File: src/rtl/rtc_multi_capture.sv
// Real-time clock with a free-running timestamp counter, multi-channel event capture into a
// shared FIFO, and a compare-scheduled piezo pulse. Avalon-MM slave register interface.
module rtc_multi_capture #(
  parameter int unsigned NUM_CH     = 4,
  parameter int unsigned FIFO_DEPTH = 16,
  parameter int unsigned CNT_W      = 32,
  parameter int unsigned PULSE_W    = 16
) (
  input  logic              clock,
  input  logic              reset,
  input  logic [NUM_CH-1:0] event_in,
  input  logic [15:0]       avalon_slave_address,
  input  logic              avalon_slave_write,
  input  logic [31:0]       avalon_slave_writedata,
  input  logic              avalon_slave_read,
  output logic [31:0]       avalon_slave_readdata,
  output logic              avalon_slave_waitrequest,
  output logic              piezo_enable
);

  localparam int unsigned AW = (FIFO_DEPTH > 1) ? $clog2(FIFO_DEPTH) : 1;
  localparam int unsigned EW = 8 + CNT_W;

  typedef enum logic [1:0] {StIdle, StArmed, StPulse} state_e;

  logic [7:0] reg_sel;
  logic       unused_addr;
  assign reg_sel     = avalon_slave_address[15:8];
  assign unused_addr = ^avalon_slave_address[7:0];

  logic rd_done_q;
  logic rd_start;
  assign rd_start = avalon_slave_read & ~rd_done_q;
  assign avalon_slave_waitrequest = avalon_slave_read & ~rd_done_q;

  logic wr_time, wr_mask, wr_ovr, wr_len, wr_fire, wr_arm;
  assign wr_time = avalon_slave_write && (reg_sel == 8'h00);
  assign wr_mask = avalon_slave_write && (reg_sel == 8'h01);
  assign wr_ovr  = avalon_slave_write && (reg_sel == 8'h04);
  assign wr_len  = avalon_slave_write && (reg_sel == 8'h05);
  assign wr_fire = avalon_slave_write && (reg_sel == 8'h06);
  assign wr_arm  = avalon_slave_write && (reg_sel == 8'h07);

  logic [CNT_W-1:0]  time_cnt_q;
  logic [NUM_CH-1:0] en_mask_q;
  logic [NUM_CH-1:0] overrun_q;
  logic [PULSE_W-1:0] pulse_len_q;

  always_ff @(posedge clock) begin
    if (reset) begin
      time_cnt_q  <= '0;
      en_mask_q   <= '0;
      pulse_len_q <= '0;
    end else begin
      time_cnt_q <= wr_time ? avalon_slave_writedata[CNT_W-1:0] : time_cnt_q + CNT_W'(1);
      if (wr_mask) en_mask_q <= avalon_slave_writedata[NUM_CH-1:0];
      if (wr_len)  pulse_len_q <= avalon_slave_writedata[PULSE_W-1:0];
    end
  end

  // Event synchroniser and rising-edge detect
  logic [NUM_CH-1:0] sync1_q, sync2_q, sync3_q;
  logic [NUM_CH-1:0] rise;
  always_ff @(posedge clock) begin
    if (reset) begin
      sync1_q <= '0;
      sync2_q <= '0;
      sync3_q <= '0;
    end else begin
      sync1_q <= event_in;
      sync2_q <= sync1_q;
      sync3_q <= sync2_q;
    end
  end
  assign rise = sync2_q & ~sync3_q & en_mask_q;

  // Per-channel pending slots and lowest-index-first arbitration into the FIFO
  logic [NUM_CH-1:0] pend_q;
  logic [CNT_W-1:0]  pend_ts_q [NUM_CH];
  logic [NUM_CH-1:0] sel_oh, granted, pend_free, latch, ovr_set;
  logic              found, push, pop, full, empty;
  logic [7:0]        grant_ch;
  logic [CNT_W-1:0]  grant_ts;

  always_comb begin
    found    = 1'b0;
    sel_oh   = '0;
    grant_ch = '0;
    grant_ts = '0;
    for (int unsigned i = 0; i < NUM_CH; i++) begin
      if (pend_q[i] && !found) begin
        found     = 1'b1;
        sel_oh[i] = 1'b1;
        grant_ch  = 8'(i);
        grant_ts  = pend_ts_q[i];
      end
    end
  end

  assign push      = found && (!full || pop);
  assign granted   = push ? sel_oh : '0;
  // A slot being drained this cycle can accept a new edge without overrun
  assign pend_free = ~pend_q | granted;
  assign latch     = rise & pend_free;
  assign ovr_set   = rise & ~pend_free;

  always_ff @(posedge clock) begin
    if (reset) begin
      pend_q    <= '0;
      overrun_q <= '0;
      for (int unsigned i = 0; i < NUM_CH; i++) pend_ts_q[i] <= '0;
    end else begin
      pend_q    <= (pend_q & ~granted) | latch;
      overrun_q <= (overrun_q & ~(wr_ovr ? avalon_slave_writedata[NUM_CH-1:0] : '0)) | ovr_set;
      for (int unsigned i = 0; i < NUM_CH; i++) begin
        if (latch[i]) pend_ts_q[i] <= time_cnt_q;
      end
    end
  end

  // Capture FIFO
  logic [EW-1:0] fifo_mem [FIFO_DEPTH];
  logic [AW-1:0] wr_ptr_q, rd_ptr_q;
  logic [AW:0]   count_q;
  logic [EW-1:0] head;
  logic [CNT_W-1:0] head_ts;
  logic [7:0]    head_ch;

  assign full    = (count_q == (AW + 1)'(FIFO_DEPTH));
  assign empty   = (count_q == '0);
  assign pop     = rd_start && (reg_sel == 8'h03) && !empty;
  assign head    = fifo_mem[rd_ptr_q];
  assign head_ts = empty ? '0 : head[CNT_W-1:0];
  assign head_ch = empty ? '0 : head[EW-1:CNT_W];

  always_ff @(posedge clock) begin
    if (push) fifo_mem[wr_ptr_q] <= {grant_ch, grant_ts};
  end

  always_ff @(posedge clock) begin
    if (reset) begin
      wr_ptr_q <= '0;
      rd_ptr_q <= '0;
      count_q  <= '0;
    end else begin
      if (push) wr_ptr_q <= wr_ptr_q + AW'(1);
      if (pop)  rd_ptr_q <= rd_ptr_q + AW'(1);
      if (push && !pop)      count_q <= count_q + (AW + 1)'(1);
      else if (!push && pop) count_q <= count_q - (AW + 1)'(1);
    end
  end

  // Pulse scheduler
  state_e             state_q;
  logic [CNT_W-1:0]   target_q, start_ts_q;
  logic [PULSE_W-1:0] pulse_cnt_q;
  logic               len_ok;
  assign len_ok = (pulse_len_q != '0);

  always_ff @(posedge clock) begin
    if (reset) begin
      state_q      <= StIdle;
      piezo_enable <= 1'b0;
      pulse_cnt_q  <= '0;
      target_q     <= '0;
      start_ts_q   <= '0;
    end else begin
      unique case (state_q)
        StIdle, StArmed: begin
          if (wr_fire && len_ok) begin
            state_q      <= StPulse;
            piezo_enable <= 1'b1;
            pulse_cnt_q  <= pulse_len_q;
            start_ts_q   <= time_cnt_q;
          end else if (wr_arm && len_ok) begin
            state_q  <= StArmed;
            target_q <= avalon_slave_writedata[CNT_W-1:0];
          end else if (state_q == StArmed && time_cnt_q == target_q) begin
            if (len_ok) begin
              state_q      <= StPulse;
              piezo_enable <= 1'b1;
              pulse_cnt_q  <= pulse_len_q;
              start_ts_q   <= time_cnt_q;
            end else begin
              state_q <= StIdle;
            end
          end
        end
        StPulse: begin
          if (pulse_cnt_q <= PULSE_W'(1)) begin
            state_q      <= StIdle;
            piezo_enable <= 1'b0;
          end else begin
            pulse_cnt_q <= pulse_cnt_q - PULSE_W'(1);
          end
        end
        default: begin
          state_q      <= StIdle;
          piezo_enable <= 1'b0;
        end
      endcase
    end
  end

  // Register read path
  logic [31:0] rd_mux;
  always_comb begin
    rd_mux = 32'hDEAD_BEEF;
    case (reg_sel)
      8'h00: rd_mux = 32'(time_cnt_q);
      8'h01: rd_mux = 32'(en_mask_q);
      8'h02: rd_mux = 32'(head_ts);
      8'h03: rd_mux = {empty, 7'b0, 8'(count_q), 8'b0, head_ch};
      8'h04: rd_mux = 32'(overrun_q);
      8'h05: rd_mux = 32'(pulse_len_q);
      8'h06: rd_mux = 32'h0;
      8'h07: rd_mux = 32'(start_ts_q);
      default: rd_mux = 32'hDEAD_BEEF;
    endcase
  end

  always_ff @(posedge clock) begin
    if (reset) begin
      rd_done_q             <= 1'b0;
      avalon_slave_readdata <= '0;
    end else begin
      rd_done_q <= rd_start;
      if (rd_start) avalon_slave_readdata <= rd_mux;
    end
  end

endmodule
File: config.mk
export PLATFORM = sky130hd
export DESIGN_NAME = rtc_multi_capture
export DESIGN_NICKNAME = d
export VERILOG_FILES = /design/src/rtl/rtc_multi_capture.sv
export SDC_FILE = /design/constraint.sdc
export NUM_CORES = 1
export LEC_CHECK = 0
export BUFFER_PORTS_ARGS = -buffer_cell sky130_fd_sc_hd__buf_4
export CAP_MARGIN = 20
export CORE_UTILIZATION = 46
export CTS_CLUSTER_SIZE = 30
export DETAILED_ROUTE_END_ITERATION = 8
export GPL_TIMING_DRIVEN = 0
export SKIP_CTS_REPAIR_TIMING = 1
export SYNTH_ARGS = -nofsm -noshare
export SYNTH_HDL_FRONTEND = slang
export SYNTH_SLANG_ARGS = --single-unit
File: constraint.sdc
create_clock -name clock -period 9.4 [get_ports clock]
set_input_delay 0.94 -clock clock [delete_from_list [all_inputs] [get_ports clock]]
set_output_delay 0.94 -clock clock [all_outputs]
set_load 0.01 [all_outputs]
==> results of run 1 <==
[state kept, by name (all words and copies together) (netlist names), 5 cells and up, named ones only]
name / cells
target_q: 32
time_cnt_q: 32
avalon_slave_readdata: 32
start_ts_q: 32
fifo_mem: 544
pend_ts_q: 128
count_q: 5
pulse_len_q: 16
pulse_cnt_q: 16
[cell usage after synthesis, drive strengths merged, types with 7 or more instances]
library cell / n
edfxtp: 672
nand2: 244
nor2: 214
dfxtp: 205
mux4: 141
clkbuf: 136
a21oi: 106
mux2i: 66
buf: 52
and3: 47
xnor2: 44
o21ai: 43
a211oi: 38
a22oi: 38
nand3: 38
a221o: 34
xor2: 28
mux2: 27
a221oi: 25
o211ai: 25
nor3: 24
nand4: 20
nor2b: 20
a31oi: 19
nor4: 15
inv: 14
ha: 12
nand2b: 11
o32ai: 8
a21boi: 7
[critical path: stages]
cell and delay [ns]:
buf_4 0.11, nor4_1 0.71, nand4_1 0.26, a31oi_1 0.88, nand2_1 0.54, nor3_2 0.71
buf_6 0.24, buf_6 0.18, buf_6 0.19
[through the flow]
step	setup slack [ns]	total power [mW]	hold WS, ns	instances
after global placement	0.6377	4.385	0.4199	3538
after detailed placement	4.378	4.388	0.4318	3568
after CTS	5.057	7.969	0.4447	3732
after global routing	4.865	8.118	0.4633	3732
final	4.944	7.939	0.4407	3732
after floorplan	4.295	4.305	0.4138	2429
[layout make-up]
class                      count  area [µm²]  area share, %
buffer                       188       789.5          1.922
clock buffer                 112        2365          5.757
clock inverter                52       615.6          1.499
inverter                      14       52.55         0.1279
multi-input combinational   1350       10610          25.84
sequential                   877       24280          59.12
tap                         1030        1289          3.137
timing repair buffer         109        1067          2.598
[worst max-delay path by stage]
stage	startpoint	endpoint	slack, ns	depth (start not counted)
final	avalon_slave_address[13]	fifo_mem[3][21]$_DFFE_PP_	4.94	9
after global routing	avalon_slave_address[13]	fifo_mem[3][21]$_DFFE_PP_	4.86	9
after CTS	avalon_slave_address[13]	fifo_mem[3][27]$_DFFE_PP_	5.06	9
after detailed placement	avalon_slave_address[13]	fifo_mem[3][26]$_DFFE_PP_	4.38	9
after global placement	avalon_slave_address[13]	fifo_mem[3][26]$_DFFE_PP_	0.64	6
after floorplan	avalon_slave_address[9]	fifo_mem[3][0]$_DFFE_PP_	4.30	6
[kinds of logic (layout without fill, tap and decap cells)]
kind of cell    after synthesis  after routing
flops                       877            877
simple gates                661            661
compound gates              370            370
mux                         234            234
buf+inv                     202            475
xor+xnor                     72             72
fa+ha+maj                    13             13
[where the power goes]
group	internal, mW	switching (mW)
logic	0.0419	0.0930
registers	4.15	0.0169
clock network	2.12	1.51
total	6.32	1.62
[per-layer routing]
| layer | vias to the layer above | wire (µm) | track usage, % |
|---|---|---|---|
| li1 | 9738 | - | - |
| met1 | 11160 | 40080 | 33.11 |
| met2 | 832 | 48290 | 42.10 |
| met3 | 177 | 5853 | 3.298 |
| met4 | 0 | 3659 | 9.850 |
| met5 | - | 0 | 0 |
==> flow_summary.yaml, run 1 <==
route:
  totalWireLength_um: 97880
  viasPerCell: 5.871
  drc: 0
  vias: 21910
  wire_per_inst_um: 26.23
  ant_nets: 0
  dr.pass1.iters: 8
  drtIter0Drc: 1903
power_and_ir_drop:
  power_density_nw_per_um2: 193.3
  leakage_nw: 13.42
  max-vdd-ir-drop_mv: 0.1410
critical_path:
  start_kind: "input pin"
  crit_fanout: 9
  crit_type: "in -> reg"
  r2r_slack_ns: 5.40
  required_ns: 9.74
  rr_worst_depth: 7
  critical_path_arrival_ns: 4.79
  reg2reg_from: "count_q[1]$_SDFFE_PP0P_"
  r2r_end: "pend_ts_q[1][9]$_SDFFCE_PN0P_"
  cp-end-kind: "register"
finish:
  final_cell_mix: "edfxtp_1, nand2_1, dfxtp_1"
  final_core_util_pct: 53.81
  nFillCells: 6240
  syn_to_final_growth_pct: 15.31
  drive_above_1_share_pct: 17.99
  diodes: 0
  final_common_cell: "edfxtp_1"
  final_nets: 2697
  final_area_um2: 41080
timing:
  finalSetupViolations: 0
  layout_min_cycle_time_ns: 4.456
  fin_crit_sh_pct: 47.41
  worst_slew_margin_rel_pct: 24.23
  finalSetupTns_ns: 0
  fmax_mhz: 224.4
  hold_viol_final: 0
  rsz0062_at_grt: "false"
  skew_ns: 0.02694
  slew_viol_final: 0
  tightest_slew_ns: 1.126
logic_synthesis:
  synth_area_um2: 35620
  synth_top_family_by_area: "multiplexers"
  syn_nets: 2498
  ys_seq_elements: 877
  syn_inst: 2429
  async_reset_ff_share_pct: 0
  synth_compound_area_share_pct: 7.169
  synthAdderAreaFrac_pct: 0.4777
  syn_area_per_cell_um2: 14.67
  synth_xor_area_share_pct: 1.770
  synthMuxAreaShare_pct: 11.62
  seq_area_frac_synth_pct: 68.17
  yosys_warnings: 0
  synthSimpleGateAreaFrac_pct: 8.426
  synth_area_leaders: "edfxtp_1, dfxtp_1, mux4_2"
  yosys.area.top_type_share_pct: 56.65
  synth-edff-count: 672
  synth_cell_types: 66
  synth_largest_area_cell: "edfxtp_1"
  ys.flop_type: "edfxtp_1"
place:
  numPortBuffers: 79
  postPlaceCellArea_um2: 38100
  place.gp.congestion: 0.9408
  dp_hpwl_um: 70040
floorplan:
  floorplan.initialDensity_pct: 46.67
  dieArea_um2: 78550
  die_w_um: 280.3
  io_pins: 90
  num_rows: 101
  fp.coreArea_um2: 76330
  fp.dieH_um: 280.3
grt:
  grt-ovfl-total: 0
  grt_pass1_wl_um: 143600
  grt_max_degree: 33
  grt_pass1_vias: 21830
  grt_use_total_pct: 25.07
  antenna_found_initial: 0
status:
  status: "finished clean"
cts:
  cts_max_level: 3
  cts_buffer_depth: 3
  clkSinkCount: 877
  clk_pin_slew_ns: 0.06
  cts-root-buf: "clkbuf_16"
  numCtsBuffers: 88
  cts_tree: "done"
  clock_latency_ns: 0.65
flow_run:
  drv_cap: 0
hold_path:
  hold_depth: 1
  hp-class: "reg -> reg"
  whs_endpoint: "sync2_q[2]$_SDFF_PP0_"
  hold_start: "sync1_q[2]$_SDFF_PP0_"
Note: power is estimated with default switching activity, not from simulation.
==> run 2: changes to the inputs <==
Settings changed: ABC_AREA from default to 1.
Clock period 9.4 ns to 4.3 ns, I/O delays scaled along.
==> run 2 against run 1 <==
Critical path depth increased by 2. Sequential share of layout area down 2.1 points. Setup slack worse by 4.2 ns. Combinational power increased by 110%. Die area increased by 3.2%. Synthesized area rose by 3.2%. Sequential power increased by 120%. Register-to-register slack worse by 4.6 ns.
==> flow_summary.yaml, run 2 <==
finish:
  largest_reg_flops: 544
  final_area_um2: 42610
  largest-register: "fifo_mem"
  final_cell_mix: "edfxtp_1, nor2_1, nand2_1"
  final_common_cell: "edfxtp_1"
  multi_input_area_um2: 10800
  nFillCells: 7050
  regArea_um2: 24280
  drive_above_1_share_pct: 11.42
  final_nets: 3843
  syn_to_final_growth_pct: 15.88
  top_regs: "fifo_mem (544), pend_ts_q (128)"
logic_synthesis:
  async_reset_ff_share_pct: 0
  synth_area_leaders: "edfxtp_1, dfxtp_1, o21ai_0"
  yosys_warnings: 0
  synth_area_um2: 36770
  synth-edff-count: 672
  syn_inst: 3521
  syn_area_per_cell_um2: 10.44
  synth_most_common_cell: "edfxtp_1"
  ys.flop_type: "edfxtp_1"
  synth_cell_types: 48
  ys_top_cells_by_count: "edfxtp_1, nor2_1, nand2_1"
  seq_area_frac_synth_pct: 66.04
  ys_seq_elements: 877
  synth_largest_area_cell: "edfxtp_1"
  syn_nets: 3590
  yosys.area.top_type_share_pct: 54.88
power_and_ir_drop:
  leakage_nw: 15.35
  max-vdd-ir-drop_mv: 0.3350
  power_density_nw_per_um2: 403.7
timing:
  worst_slew_margin_rel_pct: 20.34
  hold_viol_final: 0
  setup_slack_ns: 0.7653
  holdWs_ns: 0.03780
  finalSetupViolations: 0
  slew_viol_final: 0
  fmax_mhz: 282.9
  finalSetupTns_ns: 0
  layout_min_cycle_time_ns: 3.535
  fin_crit_sh_pct: 82.20
  tightest_slew_ns: 1.191
  skew_ns: 0.02679
  rsz0062_at_grt: "false"
grt:
  grt_pass1_vias: 26840
  grt_max_degree: 33
  grt_pass1_wl_um: 179700
  antenna_found_initial: 5
  grt-ovfl-total: 0
  grt_use_total_pct: 30.34
critical_path:
  slowest_delay_ns: 0.78
  crit_type: "reg -> reg"
  rr_worst_depth: 11
  critical_path_arrival_ns: 3.89
  crit_start: "rd_done_q$_SDFF_PP0_"
  cpLargestDelayFamily: "simple AND/OR/NAND/NOR gates"
  r2r_slack_ns: 0.77
  cp-end-kind: "register"
  crit_fanout: 10
  cp.depth: 11
  reg2reg_from: "rd_done_q$_SDFF_PP0_"
  r2r_end: "fifo_mem[4][12]$_DFFE_PP_"
  required_ns: 4.65
  cp.buffers_inverters: 5
  cp_slowest_cell: "nor3_2"
  crit_path_end: "fifo_mem[4][12]$_DFFE_PP_"
  path_cells: "nor2_1 -> nand2_1 -> inv_1 -> nand2_2 -> nand2_2 -> nand2_2 -> clkbuf_1 -> nor3_2 -> buf_6 -> buf_6 -> buf_6"
  start_kind: "register"
place:
  numPortBuffers: 81
  place.gp.congestion: 0.9300
  postPlaceCellArea_um2: 39660
  dp_slack_ns: 0.4904
  dp_hpwl_um: 89760
route:
  drtIter0Drc: 3334
  vias: 28500
  wl_met2_um: 59900
  dr.pass1.iters: 6
  totalWireLength_um: 124800
  top_layer_used: "met5"
  drc: 0
  wl_met1_um: 48780
  ant_nets: 0
  met3_length_um: 10830
  wire_per_inst_um: 25.50
  viasPerCell: 5.821
cts:
  clkSinkCount: 877
  clk_pin_slew_ns: 0.06
  cts_max_level: 3
  cts_buffer_depth: 3
  clock_latency_ns: 0.66
  numCtsBuffers: 92
  cts_tree: "done"
  cts-root-buf: "clkbuf_16"
floorplan:
  io_pins: 90
  dieArea_um2: 81080
  num_rows: 103
  floorplan.initialDensity_pct: 46.55
  fp.dieH_um: 284.7
  die_w_um: 284.7
  fp.coreArea_um2: 79000
hold_path:
  hp-class: "in -> reg"
flow_run:
  drv_cap: 0
status:
  status: "finished clean"
run 2: cell count changes in the layout (fill, tap and decap cells not counted), moves of 36 or more:
cell / delta
o21ai_0: +392
nor2_1: +367
nand2_1: +209
inv_1: +166
nand3_1: +162
mux4_2: -141
mux2i_1: -66
o221ai_1: +62
o22ai_1: +51
a21oi_1: +48
and3_1: -46
buf_6: +43
a22oi_1: -36
run 2: per-layer routing:
metal | vias to the layer above | global-route usage (%)
met4 | 10 | 12.00
met5 | - | 0
li1 | 12890 | -
met2 | 1457 | 50.57
met1 | 13840 | 39.38
met3 | 294 | 5.280
run 2: worst min-delay path by stage:
stage,start,to,slack [ns],depth (start not counted)
floorplan,sync1_q[0]$_SDFF_PP0_,sync2_q[0]$_SDFF_PP0_,0.39,2
global placement,sync1_q[3]$_SDFF_PP0_,sync2_q[3]$_SDFF_PP0_,0.40,2
detailed placement,sync1_q[1]$_SDFF_PP0_,sync2_q[1]$_SDFF_PP0_,0.39,2
CTS,event_in[2],sync1_q[2]$_SDFF_PP0_,-0.04,3
global route,avalon_slave_writedata[24],time_cnt_q[24]$_SDFF_PP0_,0.02,3
finish,avalon_slave_writedata[24],time_cnt_q[24]$_SDFF_PP0_,0.04,3
run 2: cells by family (layout without fill, tap and decap cells):
kind of cell / after synthesis / count (layout) / share of synthesized area [%]
flip-flops: 877 / 877 / 66.04
other: 0 / 1 / 0
XOR/XNOR: 37 / 37 / 0.8812
adder cells (fa/ha/maj): 13 / 13 / 0.4627
AND/OR/NAND/NOR: 1366 / 1366 / 15.61
AO/OA/AOI/OAI: 789 / 789 / 12.16
buffers and inverters: 439 / 762 / 4.852
run 2: tightest hold or removal path, cell delays in order:
cell      delay (ns)
buf_4           0.09
o211ai_1        0.08
inv_1           0.05
run 2: stage by stage:
step	cells	utilization (%)	power (mW)
final	4895	53.94	17.20
after detailed placement	4725	50.20	9.579
after CTS	4889	53.87	17.22
after global placement	4652	48.98	9.576
after global routing	4894	53.94	17.58
after floorplan	3521	-	9.410
run 2: power breakdown:
part / switching, mW / internal (mW) / total, mW
clock: 3.34 / 4.46 / 7.80
combinational: 0.191 / 0.0934 / 0.284
sequential: 0.0401 / 9.08 / 9.12
run 2: layout make-up:
| class | count | area share, % |
|---|---|---|
| Antenna cell | 1 | 0.005873 |
| Buffer | 225 | 2.299 |
| Clock buffer | 133 | 6.149 |
| Clock inverter | 31 | 0.6518 |
| Inverter | 214 | 1.888 |
| Multi-Input combinational cell | 2205 | 25.33 |
| Sequential cell | 877 | 56.99 |
| Tap cell | 1050 | 3.083 |
| Timing Repair Buffer | 159 | 3.603 |
